<file path="src/rtl/dac_tx_pkg.sv">
// -----------------------------------------------------------------------------
// dac_tx_pkg
// Shared definitions for the DAC sample transmitter:
//   CH_W      - bits per DAC channel
//   NUM_CH    - channels packed in one sample word (lane k at [k*CH_W +: CH_W])
//   SAMPLE_W  - full sample word width
//   tx_state_t- transmitter FSM encoding (IDLE=0, PRIME=1, RUN=2)
// Helpers build a whole sample word from per-lane codes.
// Optional feature macro: DAC_TX_TEST_PATTERN_EN (adds the ramp helper).
// -----------------------------------------------------------------------------
package dac_tx_pkg;

   localparam int CH_W     = 12;
   localparam int NUM_CH   = 4;
   localparam int SAMPLE_W = CH_W * NUM_CH;

   typedef enum logic [1:0] {
      ST_IDLE  = 2'd0,
      ST_PRIME = 2'd1,
      ST_RUN   = 2'd2
   } tx_state_t;

   // Same code replicated on every lane (mid-scale idle output).
   function automatic logic [SAMPLE_W-1:0] fill_lanes(input logic [CH_W-1:0] code);
      fill_lanes = {NUM_CH{code}};
   endfunction

`ifdef DAC_TX_TEST_PATTERN_EN
   // Lane k carries ramp + k*1024; the add wraps naturally at CH_W bits.
   function automatic logic [SAMPLE_W-1:0] ramp_lanes(input logic [CH_W-1:0] ramp);
      logic [SAMPLE_W-1:0] word;
      word = '0;
      for (int k = 0; k < NUM_CH; k++) begin
         word[k*CH_W +: CH_W] = ramp + CH_W'(k * 1024);
      end
      ramp_lanes = word;
   endfunction
`endif

endpackage

</file>
<file path="src/rtl/sample_fifo.sv">
// -----------------------------------------------------------------------------
// sample_fifo
// Synchronous first-word-fall-through FIFO with occupancy output.
//   clk    - clock, rising edge
//   rst    - synchronous active-high reset (empties the FIFO)
//   flush  - synchronous discard of all contents; wins over push/pop
//   push   - write wdata (ignored when full)
//   wdata  - write word
//   pop    - consume the head word (ignored when empty)
//   rdata  - head word, valid whenever empty=0 (no read latency)
//   level  - current occupancy, 0..DEPTH
//   full   - level == DEPTH
//   empty  - level == 0
// DEPTH must be a power of two so the pointers wrap by overflow.
// -----------------------------------------------------------------------------
module sample_fifo #(
   parameter  int DEPTH = 8,
   parameter  int W     = 48,
   localparam int LVL_W = $clog2(DEPTH + 1),
   localparam int AW    = $clog2(DEPTH)
) (
   input  logic             clk,
   input  logic             rst,
   input  logic             flush,
   input  logic             push,
   input  logic [W-1:0]     wdata,
   input  logic             pop,
   output logic [W-1:0]     rdata,
   output logic [LVL_W-1:0] level,
   output logic             full,
   output logic             empty
);

   logic [W-1:0]  mem [DEPTH];
   logic [AW-1:0] wr_ptr;
   logic [AW-1:0] rd_ptr;
   logic          do_push;
   logic          do_pop;

   assign full    = (level == LVL_W'(DEPTH));
   assign empty   = (level == '0);
   assign do_push = push && !full;
   assign do_pop  = pop && !empty;
   assign rdata   = mem[rd_ptr];

   // NOTE: the storage array is deliberately not reset; level/pointers alone
   // decide what is valid, and leaving it reset-free lets it map to RAM.
   always_ff @(posedge clk) begin
      if (do_push && !flush) begin
         mem[wr_ptr] <= wdata;
      end
   end

   // NOTE: sequential state uses non-blocking assignments so every register
   // samples the pre-edge values, independent of statement order.
   always_ff @(posedge clk) begin
      if (rst || flush) begin
         wr_ptr <= '0;
         rd_ptr <= '0;
         level  <= '0;
      end else begin
         if (do_push) wr_ptr <= wr_ptr + AW'(1);
         if (do_pop)  rd_ptr <= rd_ptr + AW'(1);
         unique case ({do_push, do_pop})
            2'b10:   level <= level + LVL_W'(1);
            2'b01:   level <= level - LVL_W'(1);
            default: level <= level;
         endcase
      end
   end

endmodule

</file>
<file path="src/rtl/dac_sample_tx.sv">
// -----------------------------------------------------------------------------
// dac_sample_tx
// Buffers 4-channel sample words and streams them to a DAC bus, one word per
// clock, once the buffer is primed. Idle/prime/underflow cycles show the
// mid-scale IDLE_CODE on all lanes.
//   clk           - sample clock, rising edge
//   rst           - synchronous active-high reset
//   en            - streaming enable; dropping it returns to IDLE and flushes
//   s_valid       - input word valid
//   s_ready       - input word accepted this cycle (combinational)
//   s_data        - {ch_d, ch_c, ch_b, ch_a}, 12 bits each
//   dac_data      - registered DAC bus, same lane mapping as s_data
//   dac_sync      - high on the first word after each PRIME->RUN entry
//   underflow     - sticky; set when RUN finds the FIFO empty, cleared on
//                   IDLE->PRIME
//   underflow_cnt - saturating underflow event count, cleared only by rst
//   fifo_level    - FIFO occupancy
//   state         - FSM state (IDLE=0, PRIME=1, RUN=2)
//   pattern_sel   - (DAC_TX_TEST_PATTERN_EN only) in RUN, output a ramp test
//                   pattern instead of FIFO data
// Optional feature macro: DAC_TX_TEST_PATTERN_EN.
// -----------------------------------------------------------------------------
module dac_sample_tx
   import dac_tx_pkg::*;
#(
   parameter  int              FIFO_DEPTH  = 8,
   parameter  int              PRIME_LEVEL = 4,
   parameter  logic [CH_W-1:0] IDLE_CODE   = 12'h800,
   localparam int              LVL_W       = $clog2(FIFO_DEPTH + 1)
) (
   input  logic                clk,
   input  logic                rst,
   input  logic                en,
`ifdef DAC_TX_TEST_PATTERN_EN
   input  logic                pattern_sel,
`endif
   input  logic                s_valid,
   output logic                s_ready,
   input  logic [SAMPLE_W-1:0] s_data,
   output logic [SAMPLE_W-1:0] dac_data,
   output logic                dac_sync,
   output logic                underflow,
   output logic [15:0]         underflow_cnt,
   output logic [LVL_W-1:0]    fifo_level,
   output logic [1:0]          state
);

   tx_state_t           state_q;
   tx_state_t           state_d;
   logic                first_q;      // first RUN cycle after PRIME
   logic [SAMPLE_W-1:0] dac_data_d;
   logic                dac_sync_d;
   logic                uf_event;
   logic                fifo_pop;
   logic                fifo_flush;
   logic                fifo_full;
   logic                fifo_empty;
   logic [SAMPLE_W-1:0] fifo_rdata;
   logic                fifo_push;

`ifdef DAC_TX_TEST_PATTERN_EN
   logic [CH_W-1:0]     ramp_q;
`endif

   assign state     = state_q;
   // A full FIFO refuses input even when it is popping in the same cycle.
   assign s_ready   = (state_q != ST_IDLE) && !fifo_full;
   assign fifo_push = s_valid && s_ready;

   sample_fifo #(
      .DEPTH (FIFO_DEPTH),
      .W     (SAMPLE_W)
   ) u_fifo (
      .clk   (clk),
      .rst   (rst),
      .flush (fifo_flush),
      .push  (fifo_push),
      .wdata (s_data),
      .pop   (fifo_pop),
      .rdata (fifo_rdata),
      .level (fifo_level),
      .full  (fifo_full),
      .empty (fifo_empty)
   );

   // NOTE: every signal written here gets a default first so no path through
   // the case leaves it unassigned, which would infer a latch.
   always_comb begin
      state_d    = state_q;
      dac_data_d = fill_lanes(IDLE_CODE);
      dac_sync_d = 1'b0;
      uf_event   = 1'b0;
      fifo_pop   = 1'b0;
      fifo_flush = 1'b0;

      unique case (state_q)
         ST_IDLE: begin
            fifo_flush = 1'b1;
            if (en) state_d = ST_PRIME;
         end

         ST_PRIME: begin
            if (!en) begin
               state_d    = ST_IDLE;
               fifo_flush = 1'b1;
            end else if (fifo_level >= LVL_W'(PRIME_LEVEL)) begin
               state_d = ST_RUN;
            end
         end

         ST_RUN: begin
            if (!en) begin
               // Flush now so fifo_level already reads 0 in the IDLE cycle.
               state_d    = ST_IDLE;
               fifo_flush = 1'b1;
`ifdef DAC_TX_TEST_PATTERN_EN
            end else if (pattern_sel) begin
               dac_data_d = ramp_lanes(ramp_q);
               dac_sync_d = first_q;
`endif
            end else if (fifo_empty) begin
               state_d  = ST_PRIME;
               uf_event = 1'b1;
            end else begin
               fifo_pop   = 1'b1;
               dac_data_d = fifo_rdata;
               dac_sync_d = first_q;
            end
         end

         default: begin
            state_d    = ST_IDLE;
            fifo_flush = 1'b1;
         end
      endcase
   end

   always_ff @(posedge clk) begin
      if (rst) begin
         state_q       <= ST_IDLE;
         first_q       <= 1'b0;
         dac_data      <= fill_lanes(IDLE_CODE);
         dac_sync      <= 1'b0;
         underflow     <= 1'b0;
         underflow_cnt <= '0;
      end else begin
         state_q  <= state_d;
         // RUN is only entered with at least PRIME_LEVEL words buffered, so
         // the first RUN cycle always produces a real word to mark.
         first_q  <= (state_q == ST_PRIME) && (state_d == ST_RUN);
         dac_data <= dac_data_d;
         dac_sync <= dac_sync_d;

         if ((state_q == ST_IDLE) && (state_d == ST_PRIME)) begin
            underflow <= 1'b0;
         end else if (uf_event) begin
            underflow <= 1'b1;
         end

         if (uf_event && (underflow_cnt != 16'hFFFF)) begin
            underflow_cnt <= underflow_cnt + 16'd1;
         end
      end
   end

`ifdef DAC_TX_TEST_PATTERN_EN
   // Ramp sits at 0 outside RUN so the first RUN cycle shows ramp value 0.
   always_ff @(posedge clk) begin
      if (rst || (state_q != ST_RUN)) begin
         ramp_q <= '0;
      end else begin
         ramp_q <= ramp_q + CH_W'(1);
      end
   end
`endif

endmodule

</file>
<file path="config.mk">
export PLATFORM = sky130hd
export DESIGN_NAME = dac_sample_tx
export DESIGN_NICKNAME = d
export VERILOG_FILES = /design/src/rtl/dac_tx_pkg.sv /design/src/rtl/sample_fifo.sv /design/src/rtl/dac_sample_tx.sv
export SDC_FILE = /design/constraint.sdc
export NUM_CORES = 1
export LEC_CHECK = 0
export BUFFER_PORTS_ARGS = -buffer_cell sky130_fd_sc_hd__buf_2
export CAP_MARGIN = 20
export CORE_UTILIZATION = 35
export CTS_CLUSTER_DIAMETER = 200
export DETAILED_ROUTE_END_ITERATION = 7
export HOLD_SLACK_MARGIN = 0.1
export PLACE_DENSITY_LB_ADDON = 0.1
export SETUP_SLACK_MARGIN = 0.4
export SYNTH_ARGS = -nofsm -noshare
export SYNTH_HDL_FRONTEND = slang
export SYNTH_HIERARCHICAL = 1
export SYNTH_SLANG_ARGS = --single-unit
</file>
<file path="constraint.sdc">
create_clock -name clk -period 11.1 [get_ports clk]
set_input_delay 1.11 -clock clk [delete_from_list [all_inputs] [get_ports clk]]
set_output_delay 1.11 -clock clk [all_outputs]
set_load 0.02 [all_outputs]
</file>
==> run metrics <==
Top delay family on crit path=simple AND/OR/NAND/NOR gates; slowest CP cell=or4b_1; R2R Path End=u_fifo/level[3]$_SDFFE_PP0P_; Final TNS setup=0 ns; flops & latches, synth=roughly 470; clk_lat worst skew=about 0.6 ns; core area=50200 um2; WHS Path Cells=1; commonest non-fill, non-tap cells in the layout=edfxtp_1, buf_2, dfxtp_1; Worst Skew=around 0.018 ns; VDD IR max=0.105 mV; YS warnings=6; Worst R2R Path Depth=10; CTS Buf Count=just over 50; Root Driver=clkbuf_16; Routed Antenna Nets=0; Final Critical Period=3.02 ns; post-place setup slack=7.84 ns; largest net degree at the start of global routing=60; hold_buf cts=0; PnR worst setup slack=8.08 ns; TritonCTS clock tree=done; Multi-input gate area=4400 um2; drt first-iter violations=426; Rel. slew slack=0.396; first-pass GRT wire length=~55000 um; Die X=around 230 um; Post-CTS Setup Bufs=0; DR WL/cell=about 21 um; R2R Setup Slk=just over 8 ns; Fmax=~0.33 GHz; vias per cell=4.78; DP HPWL=just under 20000 um; All-Layer GR Usage=0.144; Initial Util=0.355; CP cell instances=or4b_1, inv_1, nor2_1, buf_2; Reg clk slew, reported paths=approximately 0.060 ns; status=finished clean; Slew @ Worst Pin=slightly above 0.9 ns; crit end category=output pin; die area=between 50000 and 60000 um2; final setup violating endpoints=0; # resized after CTS=0; Clock Sinks=roughly 470; Endpoint, Worst Hold=dac_sync$_SDFF_PP0_; worst min path class=flip-flop to flip-flop; fin util=0.416; I/O Pins=approximately 130; Layout area overhead=17.1%; critical path fanouts, max=7; vias in the first global route=8767; RR Startpoint=u_fifo/level[3]$_SDFFE_PP0P_; ys async rst share=0; crit path launch type=flip-flop; Mapped Area=approximately 18000 um2; Die H=around 230 um; Primary FF master, synth=edfxtp_1; unrepaired setup endpoints after global routing=false; # fillers=roughly 4500; GP Congestion=between 0.7 and 0.8; Vias=about 8300; pwr/cell area=172 nW/um2; critical path required time=approximately 10 ns; Pins Over Slew Limit=0; share of post-route cells with drive strength above 1=0.332; commonest non-fill, non-tap cell in the layout=edfxtp_1; Lkg Pwr=about 7 nW; mean area per synthesized cell=between 20 and 25 um2; CP max stage delay=around 0.64 ns; post-synthesis sequential area ratio=0.739; grt total ovfl=0; row count=82; worst path buffer plus inverter count=2; clock buffer depth=3; DRT Wirelength=approximately 36000 um; post-synth cell types=52; H-tree depth=2; DRT Pass-1 Iters=7; fin nets=~1100; Hold Vio Cnt, Final=0; initial antenna violation count=5; period utilisation layout=0.272; Max Cap Viol=0; drt drc=0; EDFF count, synth=384; Critical Path AT=1.91 ns; post-synthesis net count=about 940; Cells after Synth=between 800 and 900; I/O Buffers=approximately 120; CP Class=flip-flop to output pin; Hold Crit Start=first_q$_SDFF_PP0_; sequential standard cell area=13200 um2
==> per-stage QoR <==
stage          cells  power [mW]  cell area (um2)  hold slack, ns
2_1_floorplan    874        1.94            17800           0.406
3_3_place_gp    1646        1.97            19200           0.442
3_5_place_dp    1646        1.97            19200           0.454
4_1_cts         1741        3.64            20800           0.460
5_1_grt         1741        3.71            20800           0.494
6_report        1742        3.59            20900           0.454
==> cells in the mapped netlist, types with 3 or more instances <==
library cell	instances	area share
nor2_1	26	0.0055
and2_1	48	0.017
nand4_1	8	0.0028
or4_1	3	0.0013
o31ai_1	4	0.0017
buf_2	12	0.0034
and3_1	3	0.0011
dfxtp_1	82	0.092
nand3_1	11	0.0031
ha_1	10	0.0070
mux2_2	14	0.0089
o21ai_0	6	0.0017
nor2b_1	6	0.0021
mux2_4	40	0.034
nand2_1	13	0.0027
or3_1	6	0.0021
mux4_1	23	0.034
edfxtp_1	384	0.65
xor2_1	4	0.0020
clkbuf_1	19	0.0040
nand3b_1	3	0.0013
or2_2	4	0.0014
mux2i_1	3	0.0017
nor4b_1	4	0.0020
nor4_1	7	0.0025
buf_12	5	0.0056
inv_1	11	0.0023
mux4_2	73	0.092
a21oi_1	13	0.0037
==> worst max path at each step <==
stage | from | end | slack (ns) | cells past startpoint
floorplan | state[0]$_SDFF_PP0_ | u_fifo/mem[4][0]$_DFFE_PP_ | 3.76 | 7
global placement | en | u_fifo/level[2]$_SDFFE_PP0P_ | 7.83 | 11
detailed placement | en | u_fifo/level[3]$_SDFFE_PP0P_ | 7.84 | 10
CTS | u_fifo/level[0]$_SDFFE_PP0P_ | s_ready | 8.04 | 4
global route | u_fifo/level[3]$_SDFFE_PP0P_ | u_fifo/level[3]$_SDFFE_PP0P_ | 7.85 | 10
finish | u_fifo/level[0]$_SDFFE_PP0P_ | s_ready | 8.08 | 4
==> sequential cells by signal, summed over array words and instances (netlist names), named ones only <==
name and cells:
dac_sync 1, state 2, u_fifo/mem 384, underflow 1, u_fifo/rd_ptr 3, first_q 1
u_fifo/wr_ptr 3, dac_data 48, underflow_cnt 16, u_fifo/level 4
==> area by class of cell <==
class | count | area share
Antenna cell | 1 | 0.000120
Tap cell | 672 | 0.0403
Clock buffer | 81 | 0.0715
Timing Repair Buffer | 140 | 0.0355
Multi-Input combinational cell | 357 | 0.211
Sequential cell | 466 | 0.632
Inverter | 11 | 0.00198
Clock inverter | 14 | 0.00738
==> per-layer routing <==
metal | up-vias | track usage | part of all wire
met5 | - | 0 | 0.0016
met4 | 8 | 0.0489 | 0.020
met3 | 57 | 0.0311 | 0.042
met2 | 139 | 0.238 | 0.49
met1 | 4275 | 0.188 | 0.45
li1 | 3852 | - | -
==> logic make-up after synthesis <==
group | share of synthesized area
AND/OR/NAND/NOR | 0.0496
flip-flops | 0.739
XOR/XNOR | 0.00246
AO/OA/AOI/OAI | 0.0129
adder cells (fa/ha/maj) | 0.00815
multiplexers | 0.170
buffers and inverters | 0.0170
==> report_power, final <==
part / switching [mW] / total, mW / internal, mW
registers: 0.000893 / 1.89 / 1.89
clock network: 0.665 / 1.65 / 0.986
logic: 0.0294 / 0.0425 / 0.0131
No activity file was read; power rests on OpenSTA's default activity.
